`src/rtl/mesh_noc_pkg.sv`:
```
// Shared definitions for the mesh NoC resource-side packetizer:
// flit IDs, FSM states, field-width derivations and the head-flit layout.
package mesh_noc_pkg;

  localparam logic [1:0] FLIT_BODY      = 2'b00;
  localparam logic [1:0] FLIT_TAIL      = 2'b01;
  localparam logic [1:0] FLIT_HEAD      = 2'b10;
  localparam logic [1:0] FLIT_HEAD_TAIL = 2'b11;

  typedef enum logic [1:0] {
    ST_IDLE         = 2'd0,
    ST_SEND_HEAD    = 2'd1,
    ST_SEND_PAYLOAD = 2'd2
  } state_e;

  // Coordinate width is max(1, clog2(n)) so a 1x1 or 1xN mesh still has a field.
  function automatic int calc_coord_w(input int n);
    return (n <= 2) ? 1 : $clog2(n);
  endfunction

  function automatic int calc_len_w(input int max_flits);
    return $clog2(max_flits + 1);
  endfunction

  // Head data, LSB first: dst_col, dst_row, src_col, src_row, len; upper bits zero.
  function automatic logic [63:0] pack_head(
    input int          col_w,
    input int          row_w,
    input int          len_w,
    input logic [31:0] dst_col,
    input logic [31:0] dst_row,
    input logic [31:0] src_col,
    input logic [31:0] src_row,
    input logic [31:0] len
  );
    logic [63:0] f;
    int          sh;
    f  = '0;
    sh = 0;
    f  = f | ((64'(dst_col) & ((64'd1 << col_w) - 64'd1)) << sh);
    sh = sh + col_w;
    f  = f | ((64'(dst_row) & ((64'd1 << row_w) - 64'd1)) << sh);
    sh = sh + row_w;
    f  = f | ((64'(src_col) & ((64'd1 << col_w) - 64'd1)) << sh);
    sh = sh + col_w;
    f  = f | ((64'(src_row) & ((64'd1 << row_w) - 64'd1)) << sh);
    sh = sh + row_w;
    f  = f | ((64'(len) & ((64'd1 << len_w) - 64'd1)) << sh);
    return f;
  endfunction

endpackage

```
`src/rtl/mesh_noc_flit_reg.sv`:
```
// Registered valid/ready output stage; the held flit only changes when the
// stage is empty or its current flit is being accepted.
module mesh_noc_flit_reg
  import mesh_noc_pkg::*;
#(
  parameter int CHANNEL_W = 16
) (
  input  logic                 clk_i,
  input  logic                 rst_i,
  input  logic                 load_i,
  input  logic                 vld_i,
  input  logic [CHANNEL_W-1:0] data_i,
  input  logic                 rdy_i,
  output logic                 vld_o,
  output logic [CHANNEL_W-1:0] data_o,
  output logic                 hs_o
);

  logic                 r_vld;
  logic [CHANNEL_W-1:0] r_data;
  logic                 w_free;

  assign w_free = !r_vld || rdy_i;
  assign hs_o   = r_vld && rdy_i;
  assign vld_o  = r_vld;
  assign data_o = r_data;

  always_ff @(posedge clk_i or posedge rst_i) begin
    if (rst_i) begin
      r_vld  <= 1'b0;
      r_data <= '0;
    end else if (load_i && w_free) begin
      r_vld <= vld_i;
      if (vld_i) begin
        r_data <= data_i;
      end
    end
  end

endmodule

```
`src/rtl/mesh_noc_packetizer.sv`:
```
// Resource-side network interface: turns one whole message into a wormhole
// packet (head, optional bodies, tail) on a node's input channel.
module mesh_noc_packetizer
  import mesh_noc_pkg::*;
#(
  parameter int ROW_N             = 3,
  parameter int COL_M             = 3,
  parameter int SRC_ROW           = 0,
  parameter int SRC_COL           = 0,
  parameter int FLIT_ID_W         = 2,
  parameter int CHANNEL_W         = 16,
  parameter int MAX_PAYLOAD_FLITS = 4,
  parameter int CNT_W             = 16,
  localparam int ROW_W            = calc_coord_w(ROW_N),
  localparam int COL_W            = calc_coord_w(COL_M),
  localparam int LEN_W            = calc_len_w(MAX_PAYLOAD_FLITS),
  localparam int DATA_W           = CHANNEL_W - FLIT_ID_W,
  localparam int PAY_W            = MAX_PAYLOAD_FLITS * DATA_W
) (
  input  logic                 clk_i,
  input  logic                 rst_i,
  input  logic [ROW_W-1:0]     msg_dst_row_i,
  input  logic [COL_W-1:0]     msg_dst_col_i,
  input  logic [LEN_W-1:0]     msg_len_i,
  input  logic [PAY_W-1:0]     msg_data_i,
  input  logic                 msg_vld_i,
  output logic                 msg_rdy_o,
  output logic [CHANNEL_W-1:0] flit_data_o,
  output logic                 flit_vld_o,
  input  logic                 flit_rdy_i,
  output logic                 err_dst_o,
  output logic                 err_len_o,
  output logic [CNT_W-1:0]     pkt_cnt_o
);

  if (2*ROW_W + 2*COL_W + LEN_W > DATA_W) begin : g_bad_head_cfg
    $error("head fields do not fit in the flit data field");
  end
  if (FLIT_ID_W != 2) begin : g_bad_id_cfg
    $error("flit ID field must be 2 bits wide");
  end

  localparam logic [LEN_W-1:0] LEN_ONE = LEN_W'(1);
  localparam logic [LEN_W-1:0] LEN_TWO = LEN_W'(2);
  localparam logic [LEN_W-1:0] LEN_MAX = LEN_W'(MAX_PAYLOAD_FLITS);
  localparam logic [ROW_W:0]   ROW_LIM = (ROW_W+1)'(ROW_N);
  localparam logic [COL_W:0]   COL_LIM = (COL_W+1)'(COL_M);

  state_e             r_state;
  logic [LEN_W-1:0]   r_len;
  logic [LEN_W-1:0]   r_k;
  logic [PAY_W-1:0]   r_data;
  logic               r_err_dst;
  logic               r_err_len;
  logic [CNT_W-1:0]   r_pkt_cnt;

  logic               w_dst_ok;
  logic [LEN_W-1:0]   w_len_clamp;
  logic [DATA_W-1:0]  w_head;
  logic [LEN_W-1:0]   w_k_nxt;
  logic [PAY_W-1:0]   w_pay_shift;
  logic [DATA_W-1:0]  w_next_slice;
  logic               w_last;
  logic               w_hs;
  logic               w_load;
  logic               w_nvld;
  logic [CHANNEL_W-1:0] w_ndata;

  assign msg_rdy_o = (r_state == ST_IDLE) && !rst_i;
  assign err_dst_o = r_err_dst;
  assign err_len_o = r_err_len;
  assign pkt_cnt_o = r_pkt_cnt;

  assign w_dst_ok    = ({1'b0, msg_dst_row_i} < ROW_LIM) && ({1'b0, msg_dst_col_i} < COL_LIM);
  assign w_len_clamp = (msg_len_i > LEN_MAX) ? LEN_MAX : msg_len_i;
  assign w_head      = DATA_W'(pack_head(COL_W, ROW_W, LEN_W,
                                         32'(msg_dst_col_i), 32'(msg_dst_row_i),
                                         32'(SRC_COL), 32'(SRC_ROW), 32'(w_len_clamp)));

  // Slice to load next: slice 0 after the head, otherwise the one after k.
  assign w_k_nxt      = (r_state == ST_SEND_HEAD) ? '0 : r_k + LEN_ONE;
  assign w_pay_shift  = r_data >> (DATA_W * w_k_nxt);
  assign w_next_slice = w_pay_shift[DATA_W-1:0];
  assign w_last       = (r_k == r_len - LEN_ONE);

  always_comb begin
    w_load  = 1'b0;
    w_nvld  = 1'b0;
    w_ndata = '0;
    case (r_state)
      ST_IDLE: begin
        if (msg_vld_i && w_dst_ok) begin
          w_load  = 1'b1;
          w_nvld  = 1'b1;
          w_ndata = {(w_len_clamp == '0) ? FLIT_HEAD_TAIL : FLIT_HEAD, w_head};
        end
      end
      ST_SEND_HEAD: begin
        if (w_hs) begin
          w_load  = 1'b1;
          w_nvld  = (r_len != '0);
          w_ndata = {(r_len == LEN_ONE) ? FLIT_TAIL : FLIT_BODY, w_next_slice};
        end
      end
      ST_SEND_PAYLOAD: begin
        if (w_hs) begin
          w_load  = 1'b1;
          w_nvld  = !w_last;
          w_ndata = {(r_k + LEN_TWO == r_len) ? FLIT_TAIL : FLIT_BODY, w_next_slice};
        end
      end
      default: ;
    endcase
  end

  always_ff @(posedge clk_i or posedge rst_i) begin
    if (rst_i) begin
      r_state   <= ST_IDLE;
      r_len     <= '0;
      r_k       <= '0;
      r_data    <= '0;
      r_err_dst <= 1'b0;
      r_err_len <= 1'b0;
      r_pkt_cnt <= '0;
    end else begin
      r_err_dst <= 1'b0;
      r_err_len <= 1'b0;
      case (r_state)
        ST_IDLE: begin
          if (msg_vld_i) begin
            r_err_len <= (msg_len_i > LEN_MAX);
            if (w_dst_ok) begin
              r_len   <= w_len_clamp;
              r_data  <= msg_data_i;
              r_state <= ST_SEND_HEAD;
            end else begin
              r_err_dst <= 1'b1;
            end
          end
        end
        ST_SEND_HEAD: begin
          if (w_hs) begin
            r_k <= '0;
            if (r_len == '0) begin
              r_state   <= ST_IDLE;
              r_pkt_cnt <= r_pkt_cnt + 1'b1;
            end else begin
              r_state <= ST_SEND_PAYLOAD;
            end
          end
        end
        ST_SEND_PAYLOAD: begin
          if (w_hs) begin
            if (w_last) begin
              r_state   <= ST_IDLE;
              r_pkt_cnt <= r_pkt_cnt + 1'b1;
            end else begin
              r_k <= r_k + LEN_ONE;
            end
          end
        end
        default: r_state <= ST_IDLE;
      endcase
    end
  end

  mesh_noc_flit_reg #(
    .CHANNEL_W (CHANNEL_W)
  ) u_flit_reg (
    .clk_i  (clk_i),
    .rst_i  (rst_i),
    .load_i (w_load),
    .vld_i  (w_nvld),
    .data_i (w_ndata),
    .rdy_i  (flit_rdy_i),
    .vld_o  (flit_vld_o),
    .data_o (flit_data_o),
    .hs_o   (w_hs)
  );

endmodule
```
`config.mk`:
```
export PLATFORM = sky130hd
export DESIGN_NAME = mesh_noc_packetizer
export DESIGN_NICKNAME = d
export VERILOG_FILES = /design/src/rtl/mesh_noc_pkg.sv /design/src/rtl/mesh_noc_flit_reg.sv /design/src/rtl/mesh_noc_packetizer.sv
export SDC_FILE = /design/constraint.sdc
export NUM_CORES = 1
export LEC_CHECK = 0
export ABC_AREA = 1
export ABC_CLOCK_PERIOD_IN_PS = 4400
export BUFFER_PORTS_ARGS = -buffer_cell sky130_fd_sc_hd__buf_2
export CAP_MARGIN = 20
export CORE_MARGIN = 1
export CORE_UTILIZATION = 55
export DETAILED_ROUTE_END_ITERATION = 8
export GPL_ROUTABILITY_DRIVEN = 0
export GPL_TIMING_DRIVEN = 1
export PLACE_DENSITY_LB_ADDON = 0.1
export SLEW_MARGIN = 20
export SYNTH_ARGS = -nofsm -noshare
export SYNTH_HDL_FRONTEND = slang
export SYNTH_SLANG_ARGS = --single-unit
```
`constraint.sdc`:
```
create_clock -name clk_i -period 4.4 [get_ports clk_i]
set_clock_uncertainty 0.2 [all_clocks]
set_input_delay 0.44 -clock clk_i [delete_from_list [all_inputs] [get_ports clk_i]]
set_output_delay 0.44 -clock clk_i [all_outputs]
set_load 0.01 [all_outputs]
```
* After elaboration in Yosys (flattened, before gate mapping)
Cells that the tools add are included.
** Storage, ports and cells
- Register bits :: 99
- Input port bits :: 67
- Output and inout bits :: 36
- Word-level logic and storage cells :: 88
** Operators by class
- $add $sub $neg :: 4
- Multipliers :: 1
- $lt $le $gt $ge :: 3
- Eq/ne operators :: 12
- Shifts and indexed selects :: 1
- Multiplexer cells :: 36
- Bitwise operators :: 2
- Reductions and logical operators :: 20
** Operators by type and width (number)
- 16-bit 2-to-1 mux :: 5
- 56-bit by 7-bit >> shifter with 14-bit output :: 1
- 16-bit one-hot mux with 3 select lines :: 1
- 16-bit one-hot mux with 2 select lines :: 1
- 15-bit 2-to-1 mux :: 2
- 16-bit by 1-bit adder with 16-bit output (second input constant) :: 1
- 3-bit 2-to-1 mux :: 5
- 1-bit 2-to-1 mux :: 12
- 2-bit 2-to-1 mux :: 6
- 4-bit by 11-bit OR with 11-bit output :: 1
- 5-bit AND reduction :: 2
- 2-bit != test (second input constant) :: 4
- 3-bit == test :: 2
- 3-bit logical NOT :: 2
- 3-bit by 3-bit multiplier with 6-bit output (first input constant) :: 1
- 2-bit by 1-bit != test with 1-bit output (second input constant) :: 3
- 2-bit one-hot mux with 3 select lines :: 1
- 3-bit one-hot mux with 2 select lines :: 1
- 1-bit logical AND :: 5
- 2-bit < comparator (second input constant) :: 2
- 2-bit by 4-bit OR with 4-bit output :: 1
- 4-bit AND reduction :: 1
- 3-bit by 1-bit adder with 3-bit output (second input constant) :: 1
- 3-bit by 2-bit adder with 3-bit output (second input constant) :: 1
- other kinds (15) :: 17

* Logic depth before layout (Yosys ltp)
- Word-level depth :: 7
- Mapped depth :: 13
- Mapped depth without buffers :: 12

* By module
Synthesis repeated with hierarchy kept, for this count alone.
** Second synthesis, totals
- Cell total of the unflattened synthesis :: 681
- Area total of the unflattened synthesis :: 5216.3 µm²
** Modules (own cells, without submodules)
- mesh_noc_packetizer :: times used 1, cells an instance 601, area an instance 4465.5 µm², seq. area each 2052.0 µm²
- mesh_noc_flit_reg :: times used 1, cells an instance 80, area an instance 750.7 µm², seq. area each 425.4 µm²

* Least setup slack after synthesis
No wires, ideal clock.
- Kind :: reg2reg
- From :: register r_len[0]
- To :: register u_flit_reg.r_data[11] (netlist: u_flit_reg.data_o[11])
- Library setup time :: 117 ps
- Arrival time :: 1473 ps
- Data required time :: 4083 ps
- Slack :: 2610 ps
- Stages on the path, launching flop included :: 12
- Path buffers :: 1
- Clock period less this slack :: 1790 ps
- Cell sequence :: dfrtp_1 > inv_1 > ha_1 > nand2_1 > nand2_1 > nor2_4 > nand3_2 > nand2_4 > nand2_4 > buf_6 > nand2_1 > nand2_1
** Between the ends
- Cells in the longest elaborated chain, start to end :: 6
- Elaborated cells on any way between the ends :: 8
- Those cells by class :: add/sub: 1; eq/ne: 1; mux: 3; reduce/logical: 3
** RTL lines
- start: declaration :: RTL line mesh_noc_packetizer.sv:50 : logic [LEN_W-1:0] r_len;
- start signal: assignment :: RTL line mesh_noc_packetizer.sv:133 : r_len <= w_len_clamp;
- 3-bit by 1-bit subtractor with 3-bit output :: RTL line mesh_noc_packetizer.sv:84 : assign w_last = (r_k == r_len - LEN_ONE);
- 3-bit == test :: RTL line mesh_noc_packetizer.sv:84
- 1-bit logical NOT :: RTL line mesh_noc_packetizer.sv:108 : w_nvld = !w_last;
- 1-bit 2-to-1 mux :: RTL line mesh_noc_packetizer.sv:106 : if (w_hs) begin
- 1-bit one-hot mux with 3 select lines (*) :: RTL line mesh_noc_packetizer.sv:90 : case (r_state)
- 2-bit AND reduction (no line) (*)
- end signal: assignment :: RTL line mesh_noc_flit_reg.sv:35 : r_data <= data_i;
- end: declaration :: RTL line mesh_noc_flit_reg.sv:20 : logic [CHANNEL_W-1:0] r_data;
Every way passes the cells marked *; elsewhere a longest branch is shown, timed or not.
A chain may end at the register's enable or synchronous reset.

* Worst setup path after layout
- From :: register r_state[0]
- To :: register u_flit_reg.r_data[1] (netlist: u_flit_reg.data_o[1])
** Between the ends
- Cells in the longest elaborated chain, start to end :: 6
- Elaborated cells on any way between the ends :: 14
- Those cells by class :: mul: 1; eq/ne: 2; shift: 1; mux: 6; reduce/logical: 4
** RTL lines
- start: declaration :: RTL line mesh_noc_packetizer.sv:49 : state_e r_state;
- start signal: assignment :: RTL line mesh_noc_packetizer.sv:118 : r_state <= ST_IDLE;
- start signal: assignment :: RTL line mesh_noc_packetizer.sv:135 : r_state <= ST_SEND_HEAD;
- start signal: assignment :: RTL line mesh_noc_packetizer.sv:145 : r_state <= ST_IDLE;
- 2-bit by 1-bit == test with 1-bit output :: RTL line mesh_noc_packetizer.sv:81, mesh_noc_packetizer.sv:90
- 3-bit 2-to-1 mux :: RTL line mesh_noc_packetizer.sv:81 : assign w_k_nxt = (r_state == ST_SEND_HEAD) ? '0 : r_k + LEN_ONE;
- 3-bit by 3-bit multiplier with 6-bit output :: RTL line mesh_noc_packetizer.sv:82 : assign w_pay_shift = r_data >> (DATA_W * w_k_nxt);
- 56-bit by 7-bit >> shifter with 14-bit output :: RTL line mesh_noc_packetizer.sv:82
- 15-bit 2-to-1 mux (on tied branches) :: RTL line mesh_noc_packetizer.sv:106, mesh_noc_packetizer.sv:99
- 16-bit one-hot mux with 3 select lines :: RTL line mesh_noc_packetizer.sv:90
Parallel ways exist; a longest one is shown, timed or not.

==> impl_metrics.yaml <==
critical_path:
  required_ns: 4.52
  cp-end-kind: "flip-flop"
  cp-start-kind: "flip-flop"
  cp_common_cell: "nand2_1"
  cp_max_fo: 37
  cp_slowest_cell: "nor2_4"
  crit_arrival_ns: 2.93
  critPathBufInv: 2
  crit_chain: "inv_1 -> ha_1 -> nand2_1 -> nor2_4 -> inv_2 -> nor2_1 -> nand2_1 -> nand2_1 -> nand2_1 -> nand2_1"
  crit_family: "simple AND/OR/NAND/NOR gates"
  critPathKind: "reg2reg"
  slowest_delay_ns: 0.63
synthesis:
  synth_top_area_share_pct: 48.93
  synth_edf_count: 0
  yosys.area.top_type: "dfrtp_1"
  netlist-cell-type-count: 28
  synth.net_count: 756
  syn_area_per_cell_um2: 7.446
  synth-main-ff-cell: "dfrtp_1"
  ys_seq_area_share_pct: 48.93
  synthCells: 680
  synth_area_um2: 5064
  ys_warn_count: 0
  synthTopCellsByArea: "dfrtp_1 49%, nand2_1 24%, nand3_1 4.8%"
  ys_async_sr_fraction_pct: 100.0
  synth_seq_cells: 99
clocking:
  cts_tree: "yes"
  hold_buffers: 0
  path_clk_slew_ns: 0.10
  clock_sinks: 99
  clk_path_buf_depth: 2
  post_cts_buffers: 0
  cts_max_level: 3
  clock_tree.root_cell: "clkbuf_8"
  ctsResizeCount: 0
  insertion_delay_ns: 0.38
  cts_made_buffers: 9
routing:
  vias: 4517
  wire_per_inst_um: 13.34
  drcViolationCount: 6
  first_pass_iters: 8
  viasPerCell: 5.104
  first_iter_violations: 201
  wl_mm: 11.81
  ant_nets: 0
layout:
  postLayoutCellArea_um2: 5792
  drive_above_1_share_pct: 17.89
  area_delta_synth_final_pct: 14.38
  final_common_cell: "nand2_1"
  diodes: 0
  final_cell_mix: "323 x nand2_1, 102 x buf_2, 99 x dfrtp_1, 52 x inv_1, 49 x nand3_1"
  num-fill-cells: 791
  fin_nets: 848
global_routing:
  antenna_found_initial: 0
  grt_pass1_vias: 4348
  grt_pass1_wl_mm: 20.28
  track_usage_pct: 26.67
  globalRouteOverflowTotal: 0
  grt_max_degree: 68
floorplan:
  rows: 34
  core_um2: 8806
  design.die.area_um2: 9594
  fp.dieW_um: 97.95
  die_h_um: 97.95
  initial_utilization_pct: 57.50
  io_pins: 103
sta:
  worst_pin_slew_ns: 0.8479
  setup_viol: 0
  clock.fmax_mhz: 354.7
  fin_crit_sh_pct: 64.07
  drv_slew: 0
  max_slew_margin_pct: 43.47
  hold_viol_final: 0
  fin_crit_ns: 2.819
  whs_ns: 0.02531
  timing.final.ws_setup_ns: 1.581
  fin_tns_setup_ns: 0
  grt_setup_unrepaired: "false"
pwr:
  seqPwrFrac_pct: 40.6
  sw_frac_of_total_pct: 44.63
  powerDensity_nw_per_um2: 628.8
  p_clk_share_pct: 15.9
  internal-power_uw: 2016
  switchingPower_uw: 1625
  finalPower_uw: 3642
  vdd_drop_max_mv: 0.2815
  p_comb_share_pct: 43.4
  p_leak_uw: 0.003244
job:
  drv_cap: 0
placement:
  place_ws_ns: 1.569
  hpwl_mm: 8.471
  placed_area_um2: 5600
  io_buffers: 102
worst_hold_path:
  hold_class: "in2async"
run_status:
  violations: "DRC"
  status: "complete, but fails checks"
-- layer usage --
layer  global-route usage (%)  up-vias  part of all wire [%]
li1                         -     2290                     -
met1                    36.22     2084                    46
met2                    43.99      130                    48
met3                    5.154       13                   5.2
met4                    7.110        0                   1.3
met5                        0        -                     0
-- layout make-up --
type                    count  area [um2]  area share [%]
well taps                 108       135.1           2.333
flip-flops and latches     99        2477           42.77
clock inverters             7       67.56           1.167
inverters                  58       222.7           3.845
repair buffers            104       525.5           9.073
clock buffers               9       123.9           2.139
multi-input cells         500        2240           38.67
-- flip-flops by register name, summed over array words and instances, names as in the netlist --
register / count
u_flit_reg.data_o: 16
r_state: 2
err_dst_o: 1
err_len_o: 1
r_k: 3
pkt_cnt_o: 16
r_data: 56
u_flit_reg.vld_o: 1
r_len: 3
-- stage by stage --
stage / cells / util (%)
after CTS: 885 / 65.77
after floorplan: 680 / -
final: 885 / 65.77
after global placement: 869 / 63.60
after detailed placement: 869 / 63.60
after global routing: 885 / 65.77
-- synthesized netlist by cell type, types with 3 or more instances --
cell type	n
nand2_1	323
dfrtp_1	99
inv_1	53
nand3_1	49
nor2_1	37
o21ai_0	35
buf_2	11
ha_1	9
o22ai_1	9
xnor2_1	8
clkbuf_1	6
a21oi_1	4
inv_2	4
nand2_2	4
nand4_1	4
xor2_1	4
buf_4	3
nand2_4	3
nor3_1	3
-- logic make-up after synthesis --
kind of cell    after synthesis  share of synthesized area (%)
buf+inv                      81                          6.844
compound gates               50                          5.362
fa+ha+maj                     9                          2.224
xor+xnor                     12                          2.076
simple gates                429                          34.57
flops                        99                          48.93
-- power groups by stage --
| stage | Sequential (uW) | Clock, uW | Combinational (uW) |
|---|---|---|---|
| 2_1_floorplan | 1470 | 0 | 1180 |
| 5_1_grt | 1520 | 633 | 1820 |
| 3_3_place_gp | 1480 | 0 | 1540 |
| 6_report | 1480 | 581 | 1580 |
| 3_5_place_dp | 1500 | 0 | 1570 |
| 4_1_cts | 1480 | 594 | 1580 |
-- path summary, 6_finish.rpt --
kind | startpoint | to | slack [ns] | depth (start not counted)
setup / recovery | r_state[0]$_DFFE_PP0P_ | u_flit_reg.data_o[1]$_DFFE_PP0P_ | 1.58 | 10
hold reg to reg | r_data[20]$_DFFE_PP0N_ | r_data[20]$_DFFE_PP0N_ | 0.28 | 2
setup reg to reg | r_state[0]$_DFFE_PP0P_ | u_flit_reg.data_o[1]$_DFFE_PP0P_ | 1.58 | 10
hold / removal | rst_i | r_k[1]$_DFFE_PP0P_ | 0.03 | 2
max in group asynchronous | rst_i | u_flit_reg.data_o[2]$_DFFE_PP0P_ | 3.00 | 3
min in group clk_i | msg_data_i[21] | r_data[21]$_DFFE_PP0N_ | 0.05 | 3
-- worst register-to-register path, stage by stage, from the launching register on --
cell	delay, ns
dfrtp_1	0.43
inv_1	0.10
ha_1	0.17
nand2_1	0.13
nor2_4	0.64
inv_2	0.47
nor2_1	0.35
nand2_1	0.09
nand2_1	0.08
nand2_1	0.05
nand2_1	0.06
Power figures use the tool's default switching activity.
